File: src/rtl/eeg_ibuf.sv
// EEG chip input buffer: splits the chip byte stream into a data FIFO (first-word-fall-through)
// and a two-beat command path that writes configuration registers.
module eeg_ibuf #(
    parameter int CHIP_DAT_DW = 8,
    parameter int FIFO_DEPTH  = 8,
    parameter int CFG_NUM     = 4
) (
    input  logic                           clk,
    input  logic                           rst,
    input  logic                           CHIP_DAT_VLD,
    input  logic                           CHIP_DAT_LST,
    output logic                           CHIP_DAT_RDY,
    input  logic [CHIP_DAT_DW-1:0]         CHIP_DAT_DAT,
    input  logic                           CHIP_DAT_CMD,
    output logic                           IBUF_DAT_VLD,
    output logic                           IBUF_DAT_LST,
    input  logic                           IBUF_DAT_RDY,
    output logic [CHIP_DAT_DW-1:0]         IBUF_DAT_DAT,
    output logic [CFG_NUM*CHIP_DAT_DW-1:0] CFG_DAT,
    output logic                           CFG_UPD,
    output logic                           CMD_ERR
);

    localparam int AW = (FIFO_DEPTH > 1) ? $clog2(FIFO_DEPTH) : 1;
    localparam int CW = AW + 1;
    localparam logic [CW-1:0]          DEPTH_C   = CW'(FIFO_DEPTH);
    localparam logic [AW-1:0]          PTR_ONE   = AW'(1'b1);
    localparam logic [CW-1:0]          CNT_ONE   = CW'(1'b1);
    localparam logic [CHIP_DAT_DW:0]   CFG_NUM_C = (CHIP_DAT_DW + 1)'(CFG_NUM);

    typedef enum logic [0:0] {
        CMD_IDLE      = 1'b0,
        CMD_WAIT_DATA = 1'b1
    } cmd_state_t;

    logic [CHIP_DAT_DW:0]           mem_r [FIFO_DEPTH];
    logic [AW-1:0]                  wr_ptr_r;
    logic [AW-1:0]                  rd_ptr_r;
    logic [CW-1:0]                  count_r;
    logic [CHIP_DAT_DW-1:0]         addr_r;
    logic [CFG_NUM*CHIP_DAT_DW-1:0] cfg_r;
    logic                           cfg_upd_r;
    logic                           cmd_err_r;
    cmd_state_t                     state_r;
    cmd_state_t                     state_next_s;

    logic beat_acc_s;
    logic cmd_acc_s;
    logic push_s;
    logic pop_s;
    logic addr_ok_s;
    logic addr_ld_s;
    logic cfg_wr_s;
    logic err_set_s;

    assign CHIP_DAT_RDY = (count_r != DEPTH_C);
    assign IBUF_DAT_VLD = (count_r != '0);
    assign {IBUF_DAT_LST, IBUF_DAT_DAT} = mem_r[rd_ptr_r];
    assign CFG_DAT = cfg_r;
    assign CFG_UPD = cfg_upd_r;
    assign CMD_ERR = cmd_err_r;

    assign beat_acc_s = CHIP_DAT_VLD & CHIP_DAT_RDY;
    assign cmd_acc_s  = beat_acc_s & CHIP_DAT_CMD;
    assign push_s     = beat_acc_s & ~CHIP_DAT_CMD;
    assign pop_s      = IBUF_DAT_VLD & IBUF_DAT_RDY;
    assign addr_ok_s  = ({1'b0, addr_r} < CFG_NUM_C);

    // FIFO storage; contents are don't-care until pushed, so no reset
    always_ff @(posedge clk) begin
        if (push_s) begin
            mem_r[wr_ptr_r] <= {CHIP_DAT_LST, CHIP_DAT_DAT};
        end
    end

    // FIFO pointers and occupancy
    always_ff @(posedge clk or posedge rst) begin
        if (rst) begin
            wr_ptr_r <= '0;
            rd_ptr_r <= '0;
            count_r  <= '0;
        end else begin
            if (push_s) begin
                wr_ptr_r <= wr_ptr_r + PTR_ONE;
            end
            if (pop_s) begin
                rd_ptr_r <= rd_ptr_r + PTR_ONE;
            end
            case ({push_s, pop_s})
                2'b10:   count_r <= count_r + CNT_ONE;
                2'b01:   count_r <= count_r - CNT_ONE;
                default: count_r <= count_r;
            endcase
        end
    end

    // Command FSM state register
    always_ff @(posedge clk or posedge rst) begin
        if (rst) begin
            state_r <= CMD_IDLE;
        end else begin
            state_r <= state_next_s;
        end
    end

    // Command FSM next state: any accepted beat ends a pending command
    always_comb begin
        state_next_s = state_r;
        case (state_r)
            CMD_IDLE: begin
                if (cmd_acc_s && !CHIP_DAT_LST) begin
                    state_next_s = CMD_WAIT_DATA;
                end else begin
                    state_next_s = CMD_IDLE;
                end
            end
            CMD_WAIT_DATA: begin
                if (beat_acc_s) begin
                    state_next_s = CMD_IDLE;
                end else begin
                    state_next_s = CMD_WAIT_DATA;
                end
            end
            default: state_next_s = CMD_IDLE;
        endcase
    end

    // Command FSM decode; a data beat arriving mid-command is still pushed but flagged
    always_comb begin
        addr_ld_s = 1'b0;
        cfg_wr_s  = 1'b0;
        err_set_s = 1'b0;
        case (state_r)
            CMD_IDLE: begin
                addr_ld_s = cmd_acc_s & ~CHIP_DAT_LST;
                err_set_s = cmd_acc_s & CHIP_DAT_LST;
            end
            CMD_WAIT_DATA: begin
                cfg_wr_s  = cmd_acc_s & addr_ok_s;
                err_set_s = (cmd_acc_s & ~addr_ok_s) | push_s;
            end
            default: begin
                addr_ld_s = 1'b0;
                cfg_wr_s  = 1'b0;
                err_set_s = 1'b0;
            end
        endcase
    end

    // Address latch, configuration registers, update pulse and sticky error
    always_ff @(posedge clk or posedge rst) begin
        if (rst) begin
            addr_r    <= '0;
            cfg_r     <= '0;
            cfg_upd_r <= 1'b0;
            cmd_err_r <= 1'b0;
        end else begin
            if (addr_ld_s) begin
                addr_r <= CHIP_DAT_DAT;
            end
            for (int k = 0; k < CFG_NUM; k++) begin
                if (cfg_wr_s && (addr_r == CHIP_DAT_DW'(k))) begin
                    cfg_r[k*CHIP_DAT_DW +: CHIP_DAT_DW] <= CHIP_DAT_DAT;
                end
            end
            cfg_upd_r <= cfg_wr_s;
            cmd_err_r <= cmd_err_r | err_set_s;
        end
    end

endmodule

File: config.mk
export PLATFORM = sky130hd
export DESIGN_NAME = eeg_ibuf
export DESIGN_NICKNAME = d
export VERILOG_FILES = /design/src/rtl/eeg_ibuf.sv
export SDC_FILE = /design/constraint.sdc
export NUM_CORES = 1
export LEC_CHECK = 0
export CORE_MARGIN = 2
export CORE_UTILIZATION = 55
export DETAILED_ROUTE_END_ITERATION = 6
export GPL_TIMING_DRIVEN = 0
export PLACE_DENSITY = 0.79
export SLEW_MARGIN = 40
export SYNTH_ARGS = -nofsm -noshare
export SYNTH_HDL_FRONTEND = slang
export SYNTH_SLANG_ARGS = --single-unit
File: constraint.sdc
create_clock -name clk -period 6.65 [get_ports clk]
set_clock_uncertainty 0.05 [all_clocks]
set_input_delay 1.6625 -clock clk [delete_from_list [all_inputs] [get_ports clk]]
set_output_delay 1.6625 -clock clk [all_outputs]
set_load 0.01 [all_outputs]
* Yosys cells after proc, flatten, opt, wreduce, memory -nomap -nowiden
Memories as Yosys holds them, arrays and structs flattened.
Index checks and enable logic that the tools add are counted.
Widths: inputs -> output; s select.
** Cells by class
- Add/sub/neg operators :: 4
- $lt $le $gt $ge :: 1
- Eq/ne operators :: 6
- Multiplexer cells :: 9
- Bitwise logic cells :: 14
- Reduce and logical (&&, ||, !) cells :: 9
** Operators by type and width (number)
- $eq 8x2->1 const B :: 2
- $and 1x1->1 :: 8
- $eq 8x1->1 const B :: 1
- $logic_not 8->1 :: 1
- $lt 8x3->1 const B :: 1
- $pmux 4 s2 :: 1
- $add 3x1->3 const B :: 2
- $mux 1 :: 6
- $logic_and 1x1->1 :: 5
- $add 4x1->4 const B :: 1
- $ne 4x4->1 const B :: 1
- $not 1->1 :: 4
- $pmux 1 s2 :: 2
- $reduce_bool 4->1 :: 1
- $sub 4x1->4 const B :: 1
- $eq 2x1->1 const B :: 1
- $eq 2x2->1 const B :: 1
- $or 1x1->1 :: 2
- $reduce_bool 2->1 :: 1
- $logic_not 1->1 :: 1
** Word-level totals
- Register bits after elaboration :: 53
- Memory bits (writable) :: 72
- Input bits :: 14
- Output and inout port bits :: 45
- Logic and storage cells :: 55
- Memories kept :: 1
** Memories
- mem_r :: depth 8, width 9, rd ports 1, clocked after Yosys merged registers in 0, wr ports 1, line 36 : logic [CHIP_DAT_DW:0] mem_r [FIFO_DEPTH];

* Logic depth before layout (Yosys ltp)
- Word-level depth :: 7
- Gate-level depth with buffers :: 9

* Worst setup path before layout
Ideal clock, no wire load.
- Path type :: input-to-reg
- Start point :: input port CHIP_DAT_CMD
- End point :: register count_r[3]
- Setup time :: 0.079 ns
- Arrival :: 3.267 ns
- Slack :: 3.254 ns
- Stages on the path :: 8
- Path buffers :: 0
- Path through :: nor3b_1 inv_1 ha_1 ha_1 a21oi_1 a21oi_1 nor3_1 xor2_1
** Between the ends
- Word-level cells in the longest chain between the ends :: 4
- Elaborated cells between the ends (all ways) :: 6
- Those cells by class :: eq/ne (2); mux (1); bitwise (2); reduce/logical (1)
** RTL lines
- from (decl) :: line 14 : input logic CHIP_DAT_CMD,
- $not 1->1 (*) :: line 65 : assign push_s = beat_acc_s & ~CHIP_DAT_CMD;
- $and 1x1->1 (*) :: line 65
- $eq 2x1->1 or $eq 2x2->1 (tied branches) :: line 89 : case ({push_s, pop_s})
- $pmux 4 s2 or $reduce_bool 2->1 (tied branches)
- to (signal assigned) :: line 90 : 2'b10: count_r <= count_r + CNT_ONE;
- to (signal assigned) :: line 91 : 2'b01: count_r <= count_r - CNT_ONE;
- to (signal assigned) :: line 92 : default: count_r <= count_r;
- to (decl) :: line 39 : logic [CW-1:0] count_r;
Every way passes the cells marked *; elsewhere a longest branch is shown, timed or not.
A chain may end at the register's enable or synchronous reset.

* Worst setup path in the final report
- Start point :: register rd_ptr_r[1]
- End point :: output port IBUF_DAT_DAT[5]
** Between the ends
- Word-level cells in the longest chain between the ends :: 1
** RTL lines
- from (decl) :: line 38 : logic [AW-1:0] rd_ptr_r;
- from (signal assigned) :: line 87 : rd_ptr_r <= rd_ptr_r + PTR_ONE;
- $mem_v2 8x9
- to (decl) :: line 18 : output logic [CHIP_DAT_DW-1:0] IBUF_DAT_DAT,
No other way between the ends.

==> results.yml <==
clocking:
  cts_tree: "built"
  cts_root_buf: "clkbuf_8"
  cts_resized: 0
  h-tree-depth: 4
  cts_sinks: 125
  numCtsBuffers: 17
  clk_pin_slew_worst_paths_ns: 0.06
  cts_hold_buf: 0
  clkLatencyLatePin_ns: 0.52
  clockBufferDepth: 2
  cts_setup_buffers: 0
worst_setup_path:
  path_class: "reg2out"
  cp_max_fo: 10
  cp-end-kind: "output pin"
  worstPathArrival_ns: 2.89
  startpoint_type: "register"
  required_ns: 4.94
timing:
  finalSetupViolations: 0
  slew_headroom_pct: 53.8
  worst_slack_ns: 2.05
  post-route-period-util_pct: 69.2
  period_minus_slack_ns: 4.60
  drv_slew: 0
  hold_viol: 0
  clock.fmax_ghz: 0.217
  setup-tns-final_ns: 0
  worstMarginPinSlew_ns: 0.693
  rsz0062_at_grt: "no"
finish:
  drive_gt1_share_pct: 34.0
  layout_commonest_cell: "edfxtp_1"
  most-common-layout-cells: "72 x edfxtp_1, 58 x clkdlybuf4s50_1, 53 x dfrtp_1"
  antenna_cells: 0
  syn2layout_area_growth_pct: 27.0
  instances_no_fill: 473
  finalNetCount: 372
routing:
  routed_wl_um: 9680
  drt_iter0_drc: 129
  drcViolationCount: 0
  dr_total_vias: 2680
  ant_nets: 0
  routedWlPerCell_um: 20.5
  drtPass1Iterations: 4
  vias_per_cell: 5.67
pwr:
  vdd_drop_max_mv: 0.211
  p_per_area_mw_per_mm2: 399
  leakage_nw: 2.47
  totalPowerFinal_mw: 2.53
logic_synthesis:
  synth_nets: 292
  ys_ff_latch: 125
  synth-xor-area-share_pct: 1.05
  synth_area_mm2: 0.00499
  muxShareOfSynthArea_pct: 19.8
  post_synth_and_or_nand_nor_area_fraction_pct: 5.71
  yosysSeqAreaShare_pct: 69.9
  synth_fa_ha_area_share_pct: 1.65
  syn_area_per_cell_um2: 18.4
  synth_compound_area_share_pct: 0.651
  synth_warnings: 0
  synth_cell_types: 36
  synthCells: 272
  synth_top_family_by_area: "multiplexers"
die:
  num_rows: 34
  die_h_um: 99.3
  dieArea_mm2: 0.00986
  initial_core_util_pct: 57.0
  boundaryPins: 59
  die_w_um: 99.3
  core_mm2: 0.00876
grt:
  grt_antenna_before_repair: 0
  grt_max_degree: 40
  overflow: 0
  grt_use_total_pct: 21.9
  grt_pass1_wl_um: 15500
  grt_pass1_vias: 2927
placed_design:
  dpl_worst_slack_ns: 2.35
  gp_congestion: 0.744
  dp.cells: 441
  portBuffers: 58
  dp_hpwl_um: 6140
hold_path:
  hold_path.class: "reg2reg"
flow_run:
  drv_cap: 0
run_status:
  status: "finished clean"
==> layout make-up <==
type,instances,area [um^2]
Buffer,6,36.3
Clock buffer,20,468
Clock inverter,12,106
Fill cell,556,2420
Inverter,7,28.8
Multi-Input combinational cell,134,1470
Sequential cell,125,3490
Tap cell,108,135
Timing Repair Buffer,61,611
==> worst max-delay path, stage by stage (launching register included) <==
cell and delay [ns]:
dfrtp_1 0.35, clkbuf_2 0.30, buf_1 0.54, mux4_2 0.43, mux2_2 0.28, clkdlybuf4s50_1 0.48
==> power breakdown <==
group / internal, mW / total (mW) / leakage, nW / switching (mW)
sequential: 0.927 / 0.999 / 1.34 / 0.0713
combinational: 0.362 / 0.659 / 0.837 / 0.297
clock: 0.541 / 0.871 / 0.286 / 0.330
==> path summary, 6_finish.rpt <==
path	endpoint	startpoint	depth (start not counted)	slack [ns]
worst min register to register	count_r[3]	count_r[3]	1	0.45
worst max-delay path	IBUF_DAT_DAT[5]	rd_ptr_r[1]	5	2.05
worst min-delay path	count_r[3]	count_r[3]	1	0.45
worst max register to register	count_r[3]	count_r[0]	9	3.99
max in group asynchronous	addr_r[7]	rst	3	4.73
min in group asynchronous	count_r[0]	rst	2	1.37
==> synth_stat cells <==
master	n	share of area [%]
edfxtp_1	72	43
dfrtp_1	53	27
mux2_2	51	12
mux4_2	18	8.1
nand2_1	12	0.90
nor2_1	9	0.68
inv_1	6	0.45
ha_1	5	1.3
nor3_1	4	0.40
xnor2_1	4	0.70
a21oi_1	3	0.30
nand2b_1	3	0.38
nand3_1	3	0.30
buf_1	2	0.15
nand2_2	2	0.25
nor3b_1	2	0.30
nor4b_1	2	0.35
o21ai_0	2	0.20
xor2_1	2	0.35
and2_1	1	0.13
and3_1	1	0.13
buf_2	1	0.10
buf_4	1	0.15
buf_6	1	0.23
clkbuf_2	1	0.10
fa_1	1	0.40
inv_2	1	0.075
mux2i_1	1	0.20
nand2_4	1	0.23
nand3_4	1	0.35
nand4_2	1	0.25
nor3_4	1	0.33
nor4_1	1	0.13
nor4b_4	1	0.48
o21bai_1	1	0.15
or4_1	1	0.15
==> state kept, by name, indices dropped and copies added, names as in the netlist <==
signal    count
CFG_DAT      32
rd_ptr_r      3
CFG_UPD       1
addr_r        8
state_r       1
wr_ptr_r      3
mem_r        72
count_r       4
CMD_ERR       1
==> metrics by stage <==
| step | utilization [%] | area, um^2 | hold WS [ns] |
|---|---|---|---|
| final | 72.4 | 6340 | 0.449 |
| after global routing | 72.4 | 6340 | 0.471 |
| after CTS | 72.4 | 6340 | 0.446 |
| after detailed placement | 65.8 | 5770 | 0.419 |
| after global placement | 65.1 | 5710 | 0.414 |
| after floorplan | - | 4990 | 0.406 |
==> routing by layer <==
metal / global-route usage, % / share of wire [%]
met1: 28.9 / 42
met2: 34.2 / 49
met3: 8.01 / 7.8
met4: 7.48 / 1.4
met5: 0 / 0
==> kinds of logic after synthesis <==
logic type,after synthesis
flops,125
mux,70
simple gates,46
buf+inv,13
compound gates,6
xor+xnor,6
fa+ha+maj,6
Note: power is estimated with default switching activity, not from simulation.
